==> src/rtl/ps2_key_event_decoder.sv <==
// PS/2 set-2 key event decoder: prefix FSM, held-key tracking and a FWFT event FIFO.
// Defining KEY_REPEAT_EN adds auto-repeat while exactly one arrow key is held.
module ps2_key_event_decoder #(
  parameter int unsigned FIFO_DEPTH    = 4,
  parameter int unsigned REPEAT_DELAY  = 25000000,
  parameter int unsigned REPEAT_PERIOD = 5000000
) (
  input  logic       CLOCK_50,
  input  logic       resetn,
  input  logic [7:0] rx_data,
  input  logic       rx_valid,
  output logic       ev_valid,
  input  logic       ev_ready,
  output logic [2:0] ev_dir,
  output logic       ev_start,
  output logic [4:0] held,
  output logic [7:0] last_code,
  output logic       overflow,
  input  logic       clear_ovf
);

  localparam int unsigned PtrW = $clog2(FIFO_DEPTH);
  localparam int unsigned CntW = PtrW + 1;

  typedef enum logic [1:0] {StIdle, StExt, StBrk, StExtBrk} state_e;

  state_e     state_q, state_d;
  logic       is_ignored, is_e0, is_f0;
  logic       code_done, code_brk;
  logic [4:0] key_hit;
  logic [3:0] key_ev;
  logic [4:0] held_d;
  logic       key_push;
  logic       push;
  logic [3:0] push_ev;

  always_comb begin
    is_ignored = rx_data inside {8'hAA, 8'hFA, 8'hFE, 8'hEE, 8'hE1};
    is_e0      = (rx_data == 8'hE0);
    is_f0      = (rx_data == 8'hF0);
  end

  always_ff @(posedge CLOCK_50 or negedge resetn) begin
    if (!resetn) state_q <= StIdle;
    else         state_q <= state_d;
  end

  always_comb begin
    state_d = state_q;
    if (rx_valid && !is_ignored) begin
      if (is_e0) begin
        unique case (state_q)
          StIdle:  state_d = StExt;
          StBrk:   state_d = StExtBrk;
          default: state_d = state_q;
        endcase
      end else if (is_f0) begin
        unique case (state_q)
          StIdle:  state_d = StBrk;
          StExt:   state_d = StExtBrk;
          default: state_d = state_q;
        endcase
      end else begin
        state_d = StIdle;
      end
    end
  end

  always_comb begin
    code_done = rx_valid && !is_ignored && !is_e0 && !is_f0;
    code_brk  = (state_q == StBrk) || (state_q == StExtBrk);
  end

  // Key map ignores the E0 prefix so numpad keys alias the arrow cluster.
  always_comb begin
    key_hit = '0;
    key_ev  = '0;
    unique case (rx_data)
      8'h75:   begin key_hit[0] = 1'b1; key_ev = 4'b0001; end
      8'h72:   begin key_hit[1] = 1'b1; key_ev = 4'b0010; end
      8'h6B:   begin key_hit[2] = 1'b1; key_ev = 4'b0011; end
      8'h74:   begin key_hit[3] = 1'b1; key_ev = 4'b0100; end
      8'h5A:   begin key_hit[4] = 1'b1; key_ev = 4'b1000; end
      default: ;
    endcase
  end

  always_comb begin
    held_d   = held;
    key_push = 1'b0;
    if (code_done) begin
      if (code_brk) begin
        held_d = held & ~key_hit;
      end else if ((key_hit & ~held) != '0) begin
        held_d   = held | key_hit;
        key_push = 1'b1;
      end
    end
  end

  always_ff @(posedge CLOCK_50 or negedge resetn) begin
    if (!resetn) begin
      held      <= '0;
      last_code <= '0;
    end else begin
      held <= held_d;
      if (code_done) last_code <= rx_data;
    end
  end

`ifdef KEY_REPEAT_EN
  logic [31:0] rep_timer_q;
  logic        rep_armed_q;
  logic        one_arrow;
  logic        rep_fire;
  logic [3:0]  rep_ev;

  // A fire is never coincident with a fresh make because a make always changes held.
  always_comb begin
    one_arrow = $onehot(held[3:0]);
    rep_fire  = one_arrow && (held_d == held) &&
                (rep_timer_q == (rep_armed_q ? REPEAT_PERIOD - 1 : REPEAT_DELAY - 1));
    rep_ev    = '0;
    unique case (held[3:0])
      4'b0001: rep_ev = 4'b0001;
      4'b0010: rep_ev = 4'b0010;
      4'b0100: rep_ev = 4'b0011;
      4'b1000: rep_ev = 4'b0100;
      default: ;
    endcase
    push    = key_push | rep_fire;
    push_ev = key_push ? key_ev : rep_ev;
  end

  always_ff @(posedge CLOCK_50 or negedge resetn) begin
    if (!resetn) begin
      rep_timer_q <= '0;
      rep_armed_q <= 1'b0;
    end else if ((held_d != held) || !one_arrow) begin
      rep_timer_q <= '0;
      rep_armed_q <= 1'b0;
    end else if (rep_fire) begin
      rep_timer_q <= '0;
      rep_armed_q <= 1'b1;
    end else begin
      rep_timer_q <= rep_timer_q + 32'd1;
    end
  end
`else
  logic unused_repeat_cfg;
  assign unused_repeat_cfg = ^{REPEAT_DELAY, REPEAT_PERIOD};

  always_comb begin
    push    = key_push;
    push_ev = key_ev;
  end
`endif

  logic [3:0]      fifo_mem [FIFO_DEPTH];
  logic [PtrW-1:0] wr_ptr_q, rd_ptr_q;
  logic [CntW-1:0] count_q;
  logic            fifo_full, do_pop, do_push;

  always_comb begin
    fifo_full           = (count_q == CntW'(FIFO_DEPTH));
    ev_valid            = (count_q != '0);
    do_pop              = ev_valid && ev_ready;
    do_push             = push && (!fifo_full || do_pop);
    {ev_start, ev_dir}  = ev_valid ? fifo_mem[rd_ptr_q] : 4'b0000;
  end

  always_ff @(posedge CLOCK_50) begin
    if (do_push) fifo_mem[wr_ptr_q] <= push_ev;
  end

  always_ff @(posedge CLOCK_50 or negedge resetn) begin
    if (!resetn) begin
      wr_ptr_q <= '0;
      rd_ptr_q <= '0;
      count_q  <= '0;
      overflow <= 1'b0;
    end else begin
      if (do_push) wr_ptr_q <= wr_ptr_q + PtrW'(1);
      if (do_pop)  rd_ptr_q <= rd_ptr_q + PtrW'(1);
      count_q <= count_q + CntW'(do_push) - CntW'(do_pop);
      if (push && fifo_full && !do_pop) overflow <= 1'b1;
      else if (clear_ovf)               overflow <= 1'b0;
    end
  end

endmodule

==> config.mk <==
export PLATFORM = sky130hd
export DESIGN_NAME = ps2_key_event_decoder
export DESIGN_NICKNAME = d
export VERILOG_FILES = /design/src/rtl/ps2_key_event_decoder.sv
export SDC_FILE = /design/constraint.sdc
export NUM_CORES = 1
export LEC_CHECK = 0
export ABC_AREA = 1
export CORE_ASPECT_RATIO = 0.7
export CORE_MARGIN = 5
export CORE_UTILIZATION = 53
export DETAILED_ROUTE_END_ITERATION = 10
export PLACE_DENSITY_LB_ADDON = 0.08
export SYNTH_ARGS = -nofsm -noshare
export SYNTH_HDL_FRONTEND = slang
export SYNTH_SLANG_ARGS = --single-unit
==> constraint.sdc <==
create_clock -name CLOCK_50 -period 2.9 [get_ports CLOCK_50]
set_input_delay 0.435 -clock CLOCK_50 [delete_from_list [all_inputs] [get_ports CLOCK_50]]
set_output_delay 0.435 -clock CLOCK_50 [all_outputs]
set_load 0.005 [all_outputs]
[Word level (Yosys, flattened, before mapping)]
Memories as Yosys holds them, arrays and structs flattened.
Index checks and enable logic that the tools add are counted.
Word-level totals
  memories: 1
  bits in writable memories: 16
  word-level logic and storage cells: 77
  output and inout port bits: 19
  bits of input ports: 13
  flip-flop bits (word level): 23
Operators by class
  reductions and logical operators: 22
  bitwise gates (word level): 5
  muxes and demuxes: 20
  equality and inequality tests: 18
  add/sub/neg operators: 4
Memory list
  fifo_mem: depth 4, bits a word 4, rd ports 1, clocked after Yosys merged registers in 0, write ports 1, RTL line 159  | logic [3:0] fifo_mem [FIFO_DEPTH];
Operator list (count)
  $eq 8x8->1 const B: 7
  $eq 8x7->1 const B: 5
  $pmux 4 s5: 1
  $mux 1: 12
  $and 5x5->5: 2
  $mux 5: 2
  $not 5->5: 2
  $reduce_bool 5->1: 2
  $pmux 2 s2: 2
  $logic_and 1x1->1: 7
  $logic_not 1->1: 5
  $or 5x5->5: 1
  $add 2x1->2 const B: 2
  $eq 2x2->1 const B: 2
  $mux 2: 2
  $mux 4: 1
  $ne 4x2->1 const B: 1
  $reduce_bool 2->1: 2
  $add 3x1->3: 1
  $eq 3x3->1 const B: 1
  $ne 3x1->1 const B: 1
  $reduce_and 3->1: 1
  $reduce_bool 3->1: 1
  $sub 3x1->3: 1
  4 further kinds: 5

[Depth between registers and ports, before layout]
  depth after elaboration: 10
  depth in mapped cells: 15
  gate-level depth less buffers: 15

[Worst setup path after synthesis]
OpenSTA, ideal clock, no wires.
  kind: input to register
  start point: input rx_data[0]
  end point: register count_q[2]
  setup time: 123 ps
  required time: 2777 ps
  slack: 560 ps
  arrival: 2218 ps
  stages: 15
  path buffers: 0
  cell sequence: inv_2 nand2_2 nor2_1 nand2_1 nand2_2 nor2_4 nand3_4 nor2_8 nand3_4 ha_1 inv_1 ha_1 inv_1 fa_1 xnor2_1
On the way
  longest elaborated chain between the ends: 10
  elaborated cells between the ends (all ways): 32
  classes of those cells: 2 x add/sub; 12 x eq/ne; 8 x mux; 1 x bitwise; 9 x reduce/logical
RTL lines
  from (decl): RTL line 10  | input logic [7:0] rx_data,
  $eq 8x7->1 / $eq 8x8->1 (equally long branches): RTL line 78, 38
  $mux 1 / $reduce_bool 5->1 (equally long branches): RTL line 78, 38
  $and 5x5->5 / $logic_not 1->1 (equally long branches): RTL line 94, 70
  $reduce_bool 5->1 / $logic_and 1x1->1 (equally long branches): RTL line 94, 70
  $mux 1 / $logic_and 1x1->1 (equally long branches): RTL line 94, 70
  $mux 1 / $logic_and 1x1->1 (equally long branches): RTL line 92, 70
  $mux 1 *: RTL line 91  | if (code_done) begin
  $logic_and 1x1->1 *: RTL line 168  | do_push = push && (!fifo_full || do_pop);
  $add 3x1->3 *: RTL line 185  | count_q <= count_q + CntW'(do_push) - CntW'(do_pop);
  $sub 3x1->3 *: RTL line 185
  to (signal assigned): RTL line 185
  to (decl): RTL line 161  | logic [CntW-1:0] count_q;
Every way passes the cells marked *; elsewhere a longest branch is shown, timed or not.
A chain may end at the register's enable or synchronous reset.

[Worst setup path after layout]
  start point: input rx_data[2]
  end point: register count_q[2]
The elaborated chain is that of the path after synthesis.

==> summary by stage <==
Critical path
The worst setup path is of the in2reg kind. The largest single stage delay on the critical path is 470 ps. The arrival time of data at the critical path endpoint is 2840 ps. The critical path launch point type is an input port. For the worst setup path, the data required time is 3080 ps. The maximum net fanout on the critical path is 4.

Traced cell by cell, the critical path runs through clkdlybuf4s50_1, inv_1, nand2_1, nor2_1, nand4_1, nand2_1, nor2_4, nor2_8, nand3_4, ha_1, inv_1, ha_1, inv_1, fa_1, xnor2_1. Counting stages on the worst path, the most repeated cell is inv_1. STA classifies the critical path endpoint as a register. The highest-delay cell along the critical path is clkdlybuf4s50_1. In this run the register-to-register setup slack is ~760 ps.

Floorplanning
The die covers 5260 um^2. The floorplan has 19 rows. For this configuration, the core starts out at a cell density of 0.539.

For this design the top-level I/O count stands at 32. The die span in y is 62.2 um. The die is around 85 um wide.

The core area is approximately 3800 um^2.

Synthesis
The share of the synthesized area in compound gates (AO/OA/AOI/OAI) is 0.0643. The netlist uses 24 different library cells. Yosys printed 0 warnings. Of the total synthesized cell area, the portion taken by AND, OR, NAND and NOR gates is 0.282. The share of synthesized cell area in full adder, half adder and majority cells is 0.0461. The count of state elements after synthesis is 39. The biggest area consumer among synthesized cells is dfrtp_1. The sequential area share after synthesis is 0.512. The post-synthesis cell count is 235.

Of the total synthesized cell area, the portion taken by XOR and XNOR cells is 0.0170. Synthesis produced a netlist with a net count of 255. The cell area that synthesis handed to floorplanning was 2060 um^2.

The mux cell area share after synthesis is 0. The top cell type's share of synthesized area is 0.279. The largest family of logic cells by synthesized area is simple AND/OR/NAND/NOR gates.

Dividing the synthesized area by the synthesized cell count gives 8.77 um^2. By area the synthesized netlist is led by dfrtp_1 (28%), edfxtp_1 (23%), nand2_1 (7.5%).

Layout
The layout has 319 filler cells. The top cell types in the final layout, fill and taps aside, are nand2_1 (41), nor2_1 (35), inv_1 (34). The commonest non-fill, non-tap cell in the layout is nand2_1. The area growth from synthesis to final layout is 24.4%. The sequential cells in the finished layout cover a total of 1060 um^2. The number of antenna diodes in the final layout is 0. The post-route non-filler standard cell count is 330.

For this run, the post-layout net count is about 300. The share of post-route cells with drive strength above 1 is 0.129. Summing all multi-input logic gate instances after layout gives 845 um^2.

Clocking
The CTS root buffer is clkbuf_8. The clock slew seen by the registers of the worst setup and hold paths is 70 ps. TritonCTS built the clock tree.

In this run the post-CTS setup repair buffer count came out at 0. The latest clock arrival within the worst-skew pair is 290 ps. TritonCTS created 5 clock buffers.

The longest clock path from root to sink contains 2 buffers. In this run the number of H-tree levels came out at 2. In this run, post-CTS repair resized a total of 0 instances. The clock net in this run drives a total of 39 sinks. Buffers inserted to repair hold after CTS numbered 0.

GRT
The first global-routing pass estimated 7430 um of wire. The via count of the first global-routing pass is 1587. The number of antenna violations at the first check in global routing is 0. Entering global routing, the biggest net connects 24 pins.

For this run, the total global-route usage over all layers was measured as 0.181. After global routing the overflow that remains totals 0.

Power
The net switching power of the design is 0.496 mW. IR analysis of the VDD net gives a maximum drop of 358 uV. The share of total power in the clock network is 0.237.

The leakage component of the power is about 1.1 nW. The fraction of power spent switching nets is 0.316. Cell internal power was estimated by the tool at ~1.1 mW.

The share of total power dissipated in sequential elements is 0.446. The power density of the placed cells is 611 nW/um^2. The combinational group share of total power is 0.317.

Outcome
The run finished with clean final reports.

STA
For the final database, setup skew stands at 7.71 ps. Hold is met by 486 ps. Setup repair after global routing left no endpoint under its margin.

In the final timing run, aggregate negative setup slack is 0 ps. The maximum clock rate is 0.375 GHz. Measured against its own limit, the worst slew margin works out to 0.734. The actual slew at the worst max-slew pin is 399 ps. Dividing the final minimum period by the clock period gives 0.920.

The post-layout minimum cycle time is 2670 ps. Setup violations remaining at the end of the flow were counted as 0. The worst-case setup margin in the final layout is 231 ps. The count of final hold-check violations is 0. The final max-slew violation count is 0.

Route
After detailed routing, the number of remaining DRC violations is 0. The total number of vias is roughly 1600. Wires add up to 4260 um. The first-pass detailed-route iteration total is 4. The detailed router finished its first iteration with 133 violations. After detailed routing, the average wire length per cell comes to around 13 um. The average via count per standard cell is 4.92. In this run the remaining antenna-violating nets after routing total 0.

Place
The worst-case setup slack after placement is -71.6 ps. The number of buffer cells added on primary ports is 31. The wire-length estimate of the detail-placed layout is between 3000 and 4000 um. At the end of routability-driven placement, the weighted congestion stood at 0.826. The total instance count after detailed placement is around 320.

Worst hold path
The worst hold path class is reg2reg.

Job
The max-capacitance violation count is 0.
worst max-delay path, delay by kind of cell:
family | cells | cell delay [ps]
and+or+nand+nor | 7 | 760
xor gates and xnor gates | 1 | 140
buffers and inverters | 4 | 710
adders and majority gates | 3 | 810
power by group through the flow:
| stage | Combinational (mW) | Clock, mW | Sequential (mW) |
|---|---|---|---|
| after floorplan | 0.299 | 0 | 0.683 |
| after global placement | 0.485 | 0 | 0.710 |
| after detailed placement | 0.501 | 0 | 0.711 |
| after CTS | 0.503 | 0.380 | 0.699 |
| after global routing | 0.571 | 0.404 | 0.710 |
| final | 0.497 | 0.372 | 0.700 |
final timing paths:
| check | startpoint | end | cells after the start |
|---|---|---|---|
| max in group asynchronous | resetn | state_q[1] | 2 |
| worst max register to register | count_q[1] | count_q[2] | 9 |
| worst max-delay path | rx_data[2] | count_q[2] | 15 |
| worst min register to register | last_code[2] | last_code[2] | 2 |
| min in group asynchronous | resetn | state_q[0] | 2 |
| worst min-delay path | last_code[2] | last_code[2] | 2 |
synth_stat cells:
library cell	number
nor2_1	35
nor4_1	3
nand3_4	2
clkbuf_1	2
inv_1	34
nor2_4	3
o21ai_2	2
nand2_1	41
buf_6	1
ha_1	6
xor2_1	2
o21ai_1	1
fa_1	1
nand4_1	5
a21oi_1	5
inv_2	4
xnor2_1	2
nand2_2	7
nor2_8	1
dfrtp_1	23
o21ai_0	17
nand3_1	19
nor2_2	3
edfxtp_1	16
per-stage QoR:
stage	utilization	power, mW	area [um^2]
floorplan	-	0.982	2060
global placement	0.646	1.20	2470
detailed placement	0.646	1.21	2470
CTS	0.670	1.58	2560
global route	0.670	1.69	2560
finish	0.670	1.57	2560
cells by family (layout without fill, tap and decap cells):
| family | Yosys count | in the layout |
|---|---|---|
| flip-flops | 39 | 39 |
| adder cells (fa/ha/maj) | 7 | 7 |
| buffers and inverters | 41 | 84 |
| AO/OA/AOI/OAI | 25 | 25 |
| XOR/XNOR | 4 | 4 |
| AND/OR/NAND/NOR | 119 | 119 |
area by class of cell:
cell class	count	share of cell area
Inverter	38	0.0556
Tap cell	52	0.0254
Sequential cell	39	0.412
Clock buffer	6	0.0322
Timing Repair Buffer	38	0.141
Multi-Input combinational cell	155	0.329
Clock inverter	2	0.00439
metal layers:
| metal | track usage | vias up | share of wire |
|---|---|---|---|
| li1 | - | 832 | - |
| met1 | 0.271 | 753 | 0.54 |
| met2 | 0.258 | 36 | 0.40 |
| met3 | 0.0528 | 2 | 0.050 |
| met4 | 0.0415 | 0 | 0.0080 |
| met5 | 0 | - | 0 |
Power figures use the tool's default switching activity.
